===== src/rtl/blackjack_pkg.sv =====
// Shared blackjack definitions: draw FSM encoding, legal card range and the
// single-deck shoe contents used by card_draw_arbiter.
package blackjack_pkg;

  typedef enum logic [1:0] {
    ST_IDLE    = 2'd0,
    ST_STEP    = 2'd1,
    ST_WAIT    = 2'd2,
    ST_DELIVER = 2'd3
  } state_t;

  localparam int CARD_MIN   = 2;
  localparam int CARD_MAX   = 11;
  localparam int N_VALUES   = CARD_MAX - CARD_MIN + 1;
  localparam int SHOE_TOTAL = 52;
  localparam int COUNT_W    = 5;

  // Tens cover 10/J/Q/K, hence four times the count of every other value.
  function automatic logic [COUNT_W-1:0] shoe_count(input int value);
    return (value == 10) ? COUNT_W'(16) : COUNT_W'(4);
  endfunction

endpackage


===== src/rtl/card_draw_arbiter_rr_arbiter.sv =====
// Round-robin requester pick for card_draw_arbiter. The search is combinational;
// the priority pointer only moves past a winner once that winner acks its card.
module rr_arbiter #(
  parameter int N_REQ = 3
) (
  input  logic             clk,
  input  logic             rst,
  input  logic [N_REQ-1:0] req,
  input  logic             advance,
  input  logic [N_REQ-1:0] adv_gnt,
  output logic [N_REQ-1:0] grant
);

  localparam int PW = (N_REQ > 1) ? $clog2(N_REQ) : 1;

  logic [PW-1:0] ptr_q, ptr_d;

  always_comb begin
    int idx;
    idx   = 0;
    grant = '0;
    for (int i = 0; i < N_REQ; i++) begin
      idx = (int'(ptr_q) + i) % N_REQ;
      if (req[idx] && (grant == '0)) begin
        grant[idx] = 1'b1;
      end
    end
  end

  always_comb begin
    ptr_d = ptr_q;
    if (advance) begin
      for (int i = 0; i < N_REQ; i++) begin
        if (adv_gnt[i]) begin
          ptr_d = PW'((i + 1) % N_REQ);
        end
      end
    end
  end

  always_ff @(posedge clk or posedge rst) begin
    if (rst) begin
      ptr_q <= '0;
    end else begin
      ptr_q <= ptr_d;
    end
  end

endmodule


===== src/rtl/card_draw_arbiter.sv =====
// Blackjack card-draw arbiter: grants one requester, steps the RNG until a legal
// card arrives and holds it until acked. Define CARD_SHOE_EN for a finite single-deck shoe.
module card_draw_arbiter
  import blackjack_pkg::*;
#(
  parameter int N_REQ    = 3,
  parameter int CARD_W   = 5,
  parameter int WAIT_MAX = 8
) (
  input  logic              clk,
  input  logic              rst,
  input  logic [N_REQ-1:0]  req,
  output logic [N_REQ-1:0]  gnt,
  output logic [CARD_W-1:0] card,
  output logic              card_valid,
  input  logic              card_ack,
  output logic              rng_step,
  input  logic [CARD_W-1:0] rng_card,
  input  logic              rng_valid,
  output logic              err_timeout,
  output logic              busy,
  output logic [5:0]        draws_total,
  input  logic              shoe_reset,
  output logic              shoe_empty
);

  localparam int WCW = (WAIT_MAX > 1) ? $clog2(WAIT_MAX) : 1;
  localparam logic [WCW-1:0]    WAIT_LAST = WCW'(WAIT_MAX - 1);
  localparam logic [CARD_W-1:0] CMIN      = CARD_W'(CARD_MIN);
  localparam logic [CARD_W-1:0] CMAX      = CARD_W'(CARD_MAX);

  state_t            state_q, state_d;
  logic [N_REQ-1:0]  gnt_q, gnt_d;
  logic [CARD_W-1:0] card_q, card_d;
  logic              card_valid_q, card_valid_d;
  logic              rng_step_q, rng_step_d;
  logic              err_timeout_q, err_timeout_d;
  logic              busy_q, busy_d;
  logic [5:0]        draws_q, draws_d;
  logic [WCW-1:0]    wait_q, wait_d;

  logic [N_REQ-1:0]  arb_grant;
  logic              arb_advance;
  logic              in_range;
  logic              card_ok;
  logic              shoe_block;

  assign in_range    = (rng_card >= CMIN) && (rng_card <= CMAX);
  assign arb_advance = (state_q == ST_DELIVER) && card_ack;

  rr_arbiter #(
    .N_REQ(N_REQ)
  ) u_rr_arbiter (
    .clk    (clk),
    .rst    (rst),
    .req    (req),
    .advance(arb_advance),
    .adv_gnt(gnt_q),
    .grant  (arb_grant)
  );

`ifdef CARD_SHOE_EN
  localparam int IW = $clog2(N_VALUES);

  logic [COUNT_W-1:0] cnt_q [N_VALUES];
  logic [COUNT_W-1:0] cnt_d [N_VALUES];
  logic [5:0]         left_q, left_d;
  logic               empty_q, empty_d;
  logic [IW-1:0]      rng_idx;
  logic [IW-1:0]      card_idx;

  assign rng_idx    = IW'(rng_card - CMIN);
  assign card_idx   = IW'(card_q - CMIN);
  assign card_ok    = in_range && (cnt_q[rng_idx] != '0);
  assign shoe_block = empty_q;
  assign shoe_empty = empty_q;

  // Counts drop when the card is consumed, so only one card is ever in flight.
  always_comb begin
    cnt_d   = cnt_q;
    left_d  = left_q;
    empty_d = empty_q;
    if ((state_q == ST_DELIVER) && card_ack) begin
      cnt_d[card_idx] = cnt_q[card_idx] - COUNT_W'(1);
      left_d          = left_q - 6'd1;
      empty_d         = (left_q == 6'd1);
    end
    if ((state_q == ST_IDLE) && shoe_reset) begin
      for (int i = 0; i < N_VALUES; i++) begin
        cnt_d[i] = shoe_count(i + CARD_MIN);
      end
      left_d  = 6'(SHOE_TOTAL);
      empty_d = 1'b0;
    end
  end

  always_ff @(posedge clk or posedge rst) begin
    if (rst) begin
      for (int i = 0; i < N_VALUES; i++) begin
        cnt_q[i] <= shoe_count(i + CARD_MIN);
      end
      left_q  <= 6'(SHOE_TOTAL);
      empty_q <= 1'b0;
    end else begin
      cnt_q   <= cnt_d;
      left_q  <= left_d;
      empty_q <= empty_d;
    end
  end
`else
  logic unused_shoe_reset;

  assign unused_shoe_reset = shoe_reset;
  assign card_ok           = in_range;
  assign shoe_block        = 1'b0;
  assign shoe_empty        = 1'b0;
`endif

  always_comb begin
    state_d       = state_q;
    gnt_d         = gnt_q;
    card_d        = card_q;
    card_valid_d  = card_valid_q;
    err_timeout_d = 1'b0;
    draws_d       = draws_q;
    wait_d        = wait_q;
    case (state_q)
      ST_IDLE: begin
        if ((|req) && !shoe_block) begin
          gnt_d   = arb_grant;
          state_d = ST_STEP;
        end
      end
      ST_STEP: begin
        wait_d  = '0;
        state_d = ST_WAIT;
      end
      ST_WAIT: begin
        if (rng_valid) begin
          if (card_ok) begin
            card_d       = rng_card;
            card_valid_d = 1'b1;
            state_d      = ST_DELIVER;
          end else begin
            state_d = ST_STEP;
          end
        end else if (wait_q == WAIT_LAST) begin
          err_timeout_d = 1'b1;
          state_d       = ST_STEP;
        end else begin
          wait_d = wait_q + WCW'(1);
        end
      end
      ST_DELIVER: begin
        if (card_ack) begin
          draws_d      = draws_q + 6'd1;
          gnt_d        = '0;
          card_d       = '0;
          card_valid_d = 1'b0;
          state_d      = ST_IDLE;
        end
      end
      default: state_d = ST_IDLE;
    endcase
    // Registered so the pulse coincides with the STEP cycle itself.
    rng_step_d = (state_d == ST_STEP);
    busy_d     = (state_d != ST_IDLE);
  end

  always_ff @(posedge clk or posedge rst) begin
    if (rst) begin
      state_q       <= ST_IDLE;
      gnt_q         <= '0;
      card_q        <= '0;
      card_valid_q  <= 1'b0;
      rng_step_q    <= 1'b0;
      err_timeout_q <= 1'b0;
      busy_q        <= 1'b0;
      draws_q       <= '0;
      wait_q        <= '0;
    end else begin
      state_q       <= state_d;
      gnt_q         <= gnt_d;
      card_q        <= card_d;
      card_valid_q  <= card_valid_d;
      rng_step_q    <= rng_step_d;
      err_timeout_q <= err_timeout_d;
      busy_q        <= busy_d;
      draws_q       <= draws_d;
      wait_q        <= wait_d;
    end
  end

  assign gnt         = gnt_q;
  assign card        = card_q;
  assign card_valid  = card_valid_q;
  assign rng_step    = rng_step_q;
  assign err_timeout = err_timeout_q;
  assign busy        = busy_q;
  assign draws_total = draws_q;

endmodule


===== config.mk =====
export PLATFORM = sky130hd
export DESIGN_NAME = card_draw_arbiter
export DESIGN_NICKNAME = d
export VERILOG_FILES = /design/src/rtl/blackjack_pkg.sv /design/src/rtl/card_draw_arbiter_rr_arbiter.sv /design/src/rtl/card_draw_arbiter.sv
export SDC_FILE = /design/constraint.sdc
export NUM_CORES = 1
export LEC_CHECK = 0
export ABC_AREA = 1
export BUFFER_PORTS_ARGS = -buffer_cell sky130_fd_sc_hd__buf_4
export CAP_MARGIN = 20
export CORE_MARGIN = 8
export CORE_UTILIZATION = 25
export DETAILED_ROUTE_END_ITERATION = 7
export GPL_ROUTABILITY_DRIVEN = 0
export PLACE_DENSITY = 0.41
export SETUP_SLACK_MARGIN = 0.4
export SLEW_MARGIN = 30
export SYNTH_ARGS = -nofsm -noshare
export SYNTH_HDL_FRONTEND = slang
export SYNTH_SLANG_ARGS = --single-unit

===== constraint.sdc =====
create_clock -name clk -period 3.5 [get_ports clk]
set_input_delay 0.175 -clock clk [delete_from_list [all_inputs] [get_ports clk]]
set_output_delay 0.175 -clock clk [all_outputs]
set_load 0.01 [all_outputs]

==> results of run 1 <==
## worst max path at each step
stage             end                   from  cells past startpoint  slack [ns]
2_1_floorplan  gnt[0]  u_rr_arbiter.ptr_q[0]                     12        1.78
3_3_place_gp   gnt[0]  u_rr_arbiter.ptr_q[0]                     12        1.61
3_5_place_dp   gnt[0]  u_rr_arbiter.ptr_q[0]                     12        1.57
4_1_cts        gnt[0]  u_rr_arbiter.ptr_q[0]                     12        1.56
5_1_grt        gnt[0]  u_rr_arbiter.ptr_q[0]                     12        1.36
6_report       gnt[0]  u_rr_arbiter.ptr_q[0]                     12        1.57
## metrics by stage
step | power, uW | area (sq um) | hold WS [ns] | setup slack [ns]
6_report | 1470 | 1740 | 0.161 | 1.57
5_1_grt | 1620 | 1740 | 0.157 | 1.36
4_1_cts | 1490 | 1740 | 0.155 | 1.56
3_5_place_dp | 1310 | 1680 | 0.276 | 1.57
3_3_place_gp | 1290 | 1680 | 0.432 | 1.61
2_1_floorplan | 1050 | 1380 | 0.202 | 1.78
## logic make-up (layout without fill, tap and decap cells)
group,Yosys count,in the layout,synth area share [%]
flip-flops,25,25,45.2
other,1,1,0.271
XOR/XNOR,5,5,3.17
adder cells (fa/ha/maj),7,7,6.33
AO/OA/AOI/OAI,19,19,9.14
AND/OR/NAND/NOR,83,83,28.2
buffers and inverters,27,60,7.60
## metal layers
| metal | vias to the layer above | global-route usage, % | part of all wire (%) |
|---|---|---|---|
| met5 | - | 0 | 0 |
| met4 | 0 | 2.50 | 1.0 |
| met3 | 4 | 2.08 | 4.0 |
| met2 | 26 | 15.3 | 51 |
| met1 | 568 | 9.57 | 44 |
| li1 | 601 | - | - |
## cell type report
| class | count | share of cell area (%) |
|---|---|---|
| Multi-Input combinational cell | 115 | 37.5 |
| Sequential cell | 25 | 36.0 |
| Timing Repair Buffer | 30 | 13.1 |
| Inverter | 26 | 5.62 |
| Tap cell | 72 | 5.18 |
| Clock buffer | 4 | 2.59 |
## flip-flops by register name, indices dropped and copies added (netlist names)
signal,count
draws_total,6
busy,1
state_q,2
card_valid,1
wait_q,3
gnt,3
card,5
err_timeout,1
u_rr_arbiter.ptr_q,2
rng_step,1
## cell usage in the layout (no fill, tap or decap), types with 2 or more instances in the layout
cell / instances
nand4_1: 2
ha_1: 7
o21ai_0: 4
nor2_2: 2
inv_1: 20
xnor2_1: 3
nand2_2: 4
nand3_1: 15
nand3_2: 2
a21oi_1: 5
dfrtp_1: 25
a22o_1: 2
inv_2: 6
buf_4: 29
nor2_1: 18
nand2_1: 35
xor2_1: 2
nor2_4: 2
o31ai_1: 4
clkbuf_8: 3
## worst reg2reg max path, delay by kind of cell (launching register included)
kind | cells | cell delay [ns]
DFF | 1 | 0.38
buffers and inverters | 1 | 0.08
adders and majority gates | 1 | 0.41
and+or+nand+nor | 10 | 0.94
## report_power, final
part,internal (uW),switching (uW),leakage (uW)
combinational,326,487,0.000574
clock,81.4,91.7,0.0000228
sequential,392,92.3,0.000323
total,799,671,0.000920
==> flow_summary.rst, run 1 <==
.. list-table::
   :header-rows: 1

   * - Metric
     - Value
   * - Outcome
     - completed
   * - Total congestion overflow
     - 0
   * - Core region area
     - 5440 sq um
   * - Ratio of final minimum period to clock period
     - 55.1%
   * - Element type at the critical path start
     - flop
   * - Total number of vias
     - 1199
   * - Startpoint of the lowest-slack hold path
     - rng_card[0]
   * - Count of flip-flops with a built-in enable after synthesis
     - 0
   * - Instance count of the mapped netlist
     - 167
   * - Final HPWL DP
     - 2.61 mm
   * - Accumulated negative setup slack
     - 0 ns
   * - Share of synthesized area occupied by flip-flops and latches
     - 45.2%
   * - CTS sink count
     - 25
   * - Capturing element type of the critical path
     - flop
   * - LEAKAGE
     - 0.000920 uW
   * - Global-route wire length before repair
     - 5.77 mm
   * - Post-synth net total
     - 187
   * - Maximum number of pins on one net before global-route repair
     - 26
   * - Total count of hold-check failures in the final report
     - 0
   * - Top delay family on crit path
     - simple AND/OR/NAND/NOR gates
   * - Worst r2r dst
     - gnt[0]
   * - Fin util
     - 32.0%
   * - IR drop worst, VDD
     - 251 uV
   * - Root Driver
     - clkbuf_8
   * - Post-synthesis sequential element count
     - 25
   * - Die X
     - 90.4 um
   * - Required time reported for the critical path endpoint
     - 3.66 ns
   * - Fraction of registers with async set or reset after synthesis
     - 100%
   * - Setup repair after global routing missed its margin
     - no
   * - Number of primary I/O pins
     - 32
   * - Actual transition at the worst max-transition pin
     - 0.546 ns
   * - Footprint of the multi-input gates
     - 652 sq um
   * - Total inserted antenna cells
     - 0
   * - Clock latency at the later pin of the worst-skew pair
     - 0.27 ns
   * - Synth cell count leaders
     - nand2_1 (35), dfrtp_1 (25), inv_1 (21)
   * - Max-slew violation count
     - 0
   * - Hold worst-path end
     - card[0]
   * - Hold depth
     - 3
   * - Worst-path maximum fanout
     - 7
   * - Number of buffers added for setup after CTS
     - 0
   * - Area of the die
     - 8170 sq um
   * - Total placed cells including tap cells
     - 267
   * - Normalized max-slew margin
     - 63.6%
   * - Buf+Inv Stages, Crit Path
     - 1
   * - Clock edge transition at the registers on the reported setup and hold paths
     - 0.09 ns
   * - Storage cell area
     - 626 sq um
   * - Largest cells by area after synthesis
     - dfrtp_1 (45%), nand2_1 (9.5%), ha_1 (6.3%)
   * - IO buf count
     - 29
   * - Path type of the worst setup path
     - reg2reg
   * - Cell with the largest stage delay on the worst path
     - ha_1
   * - Area share of the largest cell type after synthesis
     - 45.2%
   * - Worst hold path class
     - in2reg
   * - Number of cells traversed by the worst register-to-register path
     - 12
   * - Final net count
     - 221
   * - Post-route non-filler standard cell count
     - 272
   * - Post-Syn Area per Cell
     - 8.28 sq um
   * - Detailed-route wire length
     - 3.35 mm
   * - Source of the worst register-to-register timing path
     - u_rr_arbiter.ptr_q[0]
   * - Clock tree from TritonCTS
     - done
   * - Initial standard-cell utilization of the core
     - 25.4%
   * - 1st-pass router iterations
     - 4
   * - Chip Height
     - 90.4 um
   * - Dominant cell type by area after synthesis
     - dfrtp_1
   * - Yosys Warn Count
     - 0
   * - Number of global-route vias before repair
     - 1233
   * - Count leader, synth
     - nand2_1
   * - Total number of H-tree levels
     - 1
   * - WL/cell
     - 12.3 um
   * - Fraction of final layout cells with drive strength greater than 1
     - 25.0%
   * - Setup clock skew after layout
     - 0.00348 ns
   * - Number of setup violations in the final report
     - 0
   * - Power density relative to cell area
     - 846 nW/um^2
   * - Row Count
     - 27
   * - Worst-case register-to-register setup slack
     - 1.57 ns
   * - Post-route ant nets
     - 0
   * - Area added between synthesis and finish
     - 25.7%
   * - DRC
     - 0
   * - Min Tclk post-route
     - 1.93 ns
   * - Number of maximum-capacitance constraint violations
     - 0
   * - All-layer global routing usage
     - 8.47%
   * - Post-synthesis instance area
     - 1380 sq um
   * - Unique masters post-synth
     - 27
   * - CP max stage delay
     - 0.41 ns
   * - Initial DRC count
     - 49
   * - Antenna violations before repair
     - 0
   * - Layout fillers
     - 580
   * - Via density per instance
     - 4.41
   * - Crit path top cell by count
     - nand2_1
   * - Ordered list of cells on the worst path
     - inv_1 -> ha_1 -> nor2_1 -> nor2_4 -> nor2_4 -> nand3_1 -> nor2_1 -> nor2_2 -> nand3_1 -> nand2_1 -> nand2_1 -> nand2_1
   * - Max Root-Sink Buffers
     - 2
   * - Maximum operating frequency
     - 0.518 GHz
   * - Number of CTS-inserted buffers
     - 3
   * - Cts repair resizes
     - 0
   * - Primary FF master, synth
     - dfrtp_1
   * - Arrival time reported for the critical path endpoint
     - 2.09 ns
   * - Hold-fix buffers at CTS
     - 1
Note: power is estimated with default switching activity, not from simulation.
==> inputs of run 2 (changes only) <==
ABC_AREA = 0   (was 1)
clock period = 2 ns   (was 3.5 ns; I/O delays follow)
==> flow_summary.rst, run 2 <==
.. list-table::
   :header-rows: 1

   * - Metric
     - Value
   * - Max-slew violation count
     - 0
   * - Maximum operating frequency
     - 0.622 GHz
   * - Ordered list of cells on the worst path
     - buf_6 -> ha_4 -> nand2b_1 -> a211oi_2 -> o2111ai_2 -> a31oi_1
   * - Hold depth
     - 3
   * - Arrival time reported for the critical path endpoint
     - 1.80 ns
   * - Core region area
     - 5540 sq um
   * - Total count of hold-check failures in the final report
     - 0
   * - Clock tree from TritonCTS
     - done
   * - Cell with the largest stage delay on the worst path
     - dfrtp_1
   * - IR drop worst, VDD
     - 516 uV
   * - Number of CTS-inserted buffers
     - 3
   * - CTS sink count
     - 25
   * - Setup repair after global routing missed its margin
     - yes
   * - All-layer global routing usage
     - 9.22%
   * - Buf+Inv Stages, Crit Path
     - 1
   * - Initial DRC count
     - 65
   * - Primary FF master, synth
     - dfrtp_1
   * - Via density per instance
     - 4.80
   * - Total placed cells including tap cells
     - 249
   * - Post-synth net total
     - 167
   * - Dominant cell type by area after synthesis
     - dfrtp_1
   * - Fin area
     - 1960 sq um
   * - Number of cells traversed by the worst register-to-register path
     - 6
   * - Required time reported for the critical path endpoint
     - 2.20 ns
   * - WL/cell
     - 14.6 um
   * - Total number of vias
     - 1248
   * - Final net count
     - 209
   * - Start point of the critical path
     - u_rr_arbiter.ptr_q[1]
   * - Count leader, synth
     - dfrtp_1
   * - Count of flip-flops with a built-in enable after synthesis
     - 0
   * - Post-route ant nets
     - 0
   * - Outcome
     - completed
   * - Top delay family on crit path
     - compound AO/OA/AOI/OAI gates
   * - Element type at the critical path start
     - flop
   * - Clock latency at the later pin of the worst-skew pair
     - 0.27 ns
   * - Final Worst Setup Slack
     - 0.393 ns
   * - Root Driver
     - clkbuf_8
   * - Detailed-route wire length
     - 3.80 mm
   * - Highest-count cells in the layout ignoring fill and taps
     - buf_4 (39), dfrtp_1 (24), nand2_1 (13), a21oi_1 (9), inv_1 (8)
   * - Post-place instance area
     - 1760 sq um
   * - Maximum number of pins on one net before global-route repair
     - 26
   * - Startpoint of the lowest-slack hold path
     - rng_card[0]
   * - Global-route wire length before repair
     - 6.47 mm
   * - Antenna violations before repair
     - 0
   * - Final HPWL DP
     - 2.84 mm
   * - Total power draw
     - 2830 uW
   * - Area added between synthesis and finish
     - 35.9%
   * - Total congestion overflow
     - 0
   * - Share of synthesized area occupied by flip-flops and latches
     - 43.4%
   * - IO buf count
     - 29
   * - Total inserted antenna cells
     - 0
   * - Post-synthesis instance area
     - 1440 sq um
   * - Chip Height
     - 91.9 um
   * - Number of primary I/O pins
     - 32
   * - Post-Syn Area per Cell
     - 9.80 sq um
   * - Power density relative to cell area
     - 1450 nW/um^2
   * - Post-route non-filler standard cell count
     - 260
   * - Number of global-route vias before repair
     - 1270
   * - Worst r2r dst
     - gnt[0]
   * - Instance count of the mapped netlist
     - 147
   * - Row Count
     - 27
   * - Layout fillers
     - 588
   * - Largest cells by area after synthesis
     - dfrtp_1 (43%), ha_1 (6.1%), o311ai_2 (4.5%)
   * - DRC
     - 0
   * - Ratio of final minimum period to clock period
     - 80.3%
   * - Number of setup violations in the final report
     - 0
   * - Unique masters post-synth
     - 43
   * - Worst-path maximum fanout
     - 9
   * - Initial standard-cell utilization of the core
     - 26.0%
   * - CP max stage delay
     - 0.42 ns
   * - Fraction of final layout cells with drive strength greater than 1
     - 37.8%
   * - Capturing element type of the critical path
     - flop
   * - Source of the worst register-to-register timing path
     - u_rr_arbiter.ptr_q[1]
   * - Hold worst-path end
     - card[0]
   * - Yosys Warn Count
     - 0
   * - Die X
     - 91.9 um
   * - Worst slack at placement
     - 0.225 ns
   * - LEAKAGE
     - 0.000873 uW
   * - Accumulated negative setup slack
     - 0 ns
   * - Post-synthesis sequential element count
     - 25
   * - Min Tclk post-route
     - 1.61 ns
   * - Synth cell count leaders
     - dfrtp_1 (25), nand2_1 (13), a21oi_1 (12)
   * - Flip-flop count of the largest register, all copies and words added
     - 6
   * - 1st-pass router iterations
     - 4
   * - Path length in cells of the critical path
     - 6
   * - Path type of the worst setup path
     - reg2reg
   * - Max Root-Sink Buffers
     - 2
   * - Total number of H-tree levels
     - 1
   * - Number of maximum-capacitance constraint violations
     - 0
   * - Clock edge transition at the registers on the reported setup and hold paths
     - 0.10 ns
   * - Worst hold path class
     - in2reg
   * - Area of the die
     - 8450 sq um
   * - Worst-case register-to-register setup slack
     - 0.39 ns
   * - Commonest non-fill, non-tap cell in the layout
     - buf_4
   * - Fraction of registers with async set or reset after synthesis
     - 100%
   * - Setup clock skew after layout
     - 0.00822 ns
   * - Area share of the largest cell type after synthesis
     - 43.4%
run 2: changes by cell type after synthesis, moves of 3 or more:
cell / delta
o31ai_1: -4
nand3_1: -8
nand3b_1: +4
nor2_1: -10
nand2_2: -4
nand2b_1: +5
o311ai_2: +4
inv_1: -11
nand2_1: -22
inv_2: -5
a21oi_1: +7
mux2i_1: +3
run 2: timing repair:
action / 4_1_cts / 5_1_grt
resized for setup: 11 / 15
endpoints found under the setup margin: 6 / 11
pin swaps: 7 / 9
hold endpoints to repair: 25 / 0
hold buffers: 1 / 0
setup buffers: 2 / 4
run 2: through the flow:
step	utilization (%)	hold slack, ns
2_1_floorplan	-	0.127
3_5_place_dp	31.7	0.191
5_1_grt	35.3	0.115
6_report	35.3	0.116
4_1_cts	33.9	0.110
3_3_place_gp	31.7	0.185
run 2: layout make-up:
cell class | count | area, sq um | area share, %
multi-input cells | 106 | 825 | 42.1
flip-flops and latches | 25 | 627 | 32.0
repair buffers | 42 | 325 | 16.6
well taps | 72 | 90.1 | 4.60
clock buffers | 3 | 41.3 | 2.11
inverters | 11 | 41.3 | 2.11
clock inverters | 1 | 7.51 | 0.384
run 2: worst max-delay path by stage:
stage	slack [ns]	endpoint
after floorplan	0.40	gnt[2]
after global placement	0.29	gnt[1]
after detailed placement	0.23	busy
after CTS	0.39	gnt[2]
after global routing	0.33	gnt[2]
final	0.39	gnt[0]
run 2: logic make-up (layout without fill, tap and decap cells):
group                      after synthesis  in the layout  synth area share, %
and+or+nand+nor                         50             50                 18.7
AOI/OAI and AO/OA                       40             40                 21.0
DFF                                     25             25                 43.4
buffers and inverters                   16             57                 5.39
adders and majority gates                7              7                 6.08
xor gates and xnor gates                 5              5                 3.04
muxes                                    3              3                 2.09
other                                    1              1                0.260
run 2: routing by layer:
metal  part of all wire (%)  up-vias  global-route usage, %
met4                   0.66        0                   2.68
met5                      0        -                      0
li1                       -      609                      -
met3                    4.1        2                   2.85
met1                     44      620                   11.4
met2                     51       17                   15.0
run 2: worst min-delay path, stage by stage:
cell      delay (ns)
buf_4           0.11
inv_1           0.05
o311ai_2        0.09
run 2: where the power goes:
group / switching (uW) / leakage, uW / internal [uW]
combinational: 846 / 0.000538 / 786
sequential: 174 / 0.000313 / 704
clock: 177 / 0.0000217 / 141
total: 1200 / 0.000873 / 1630
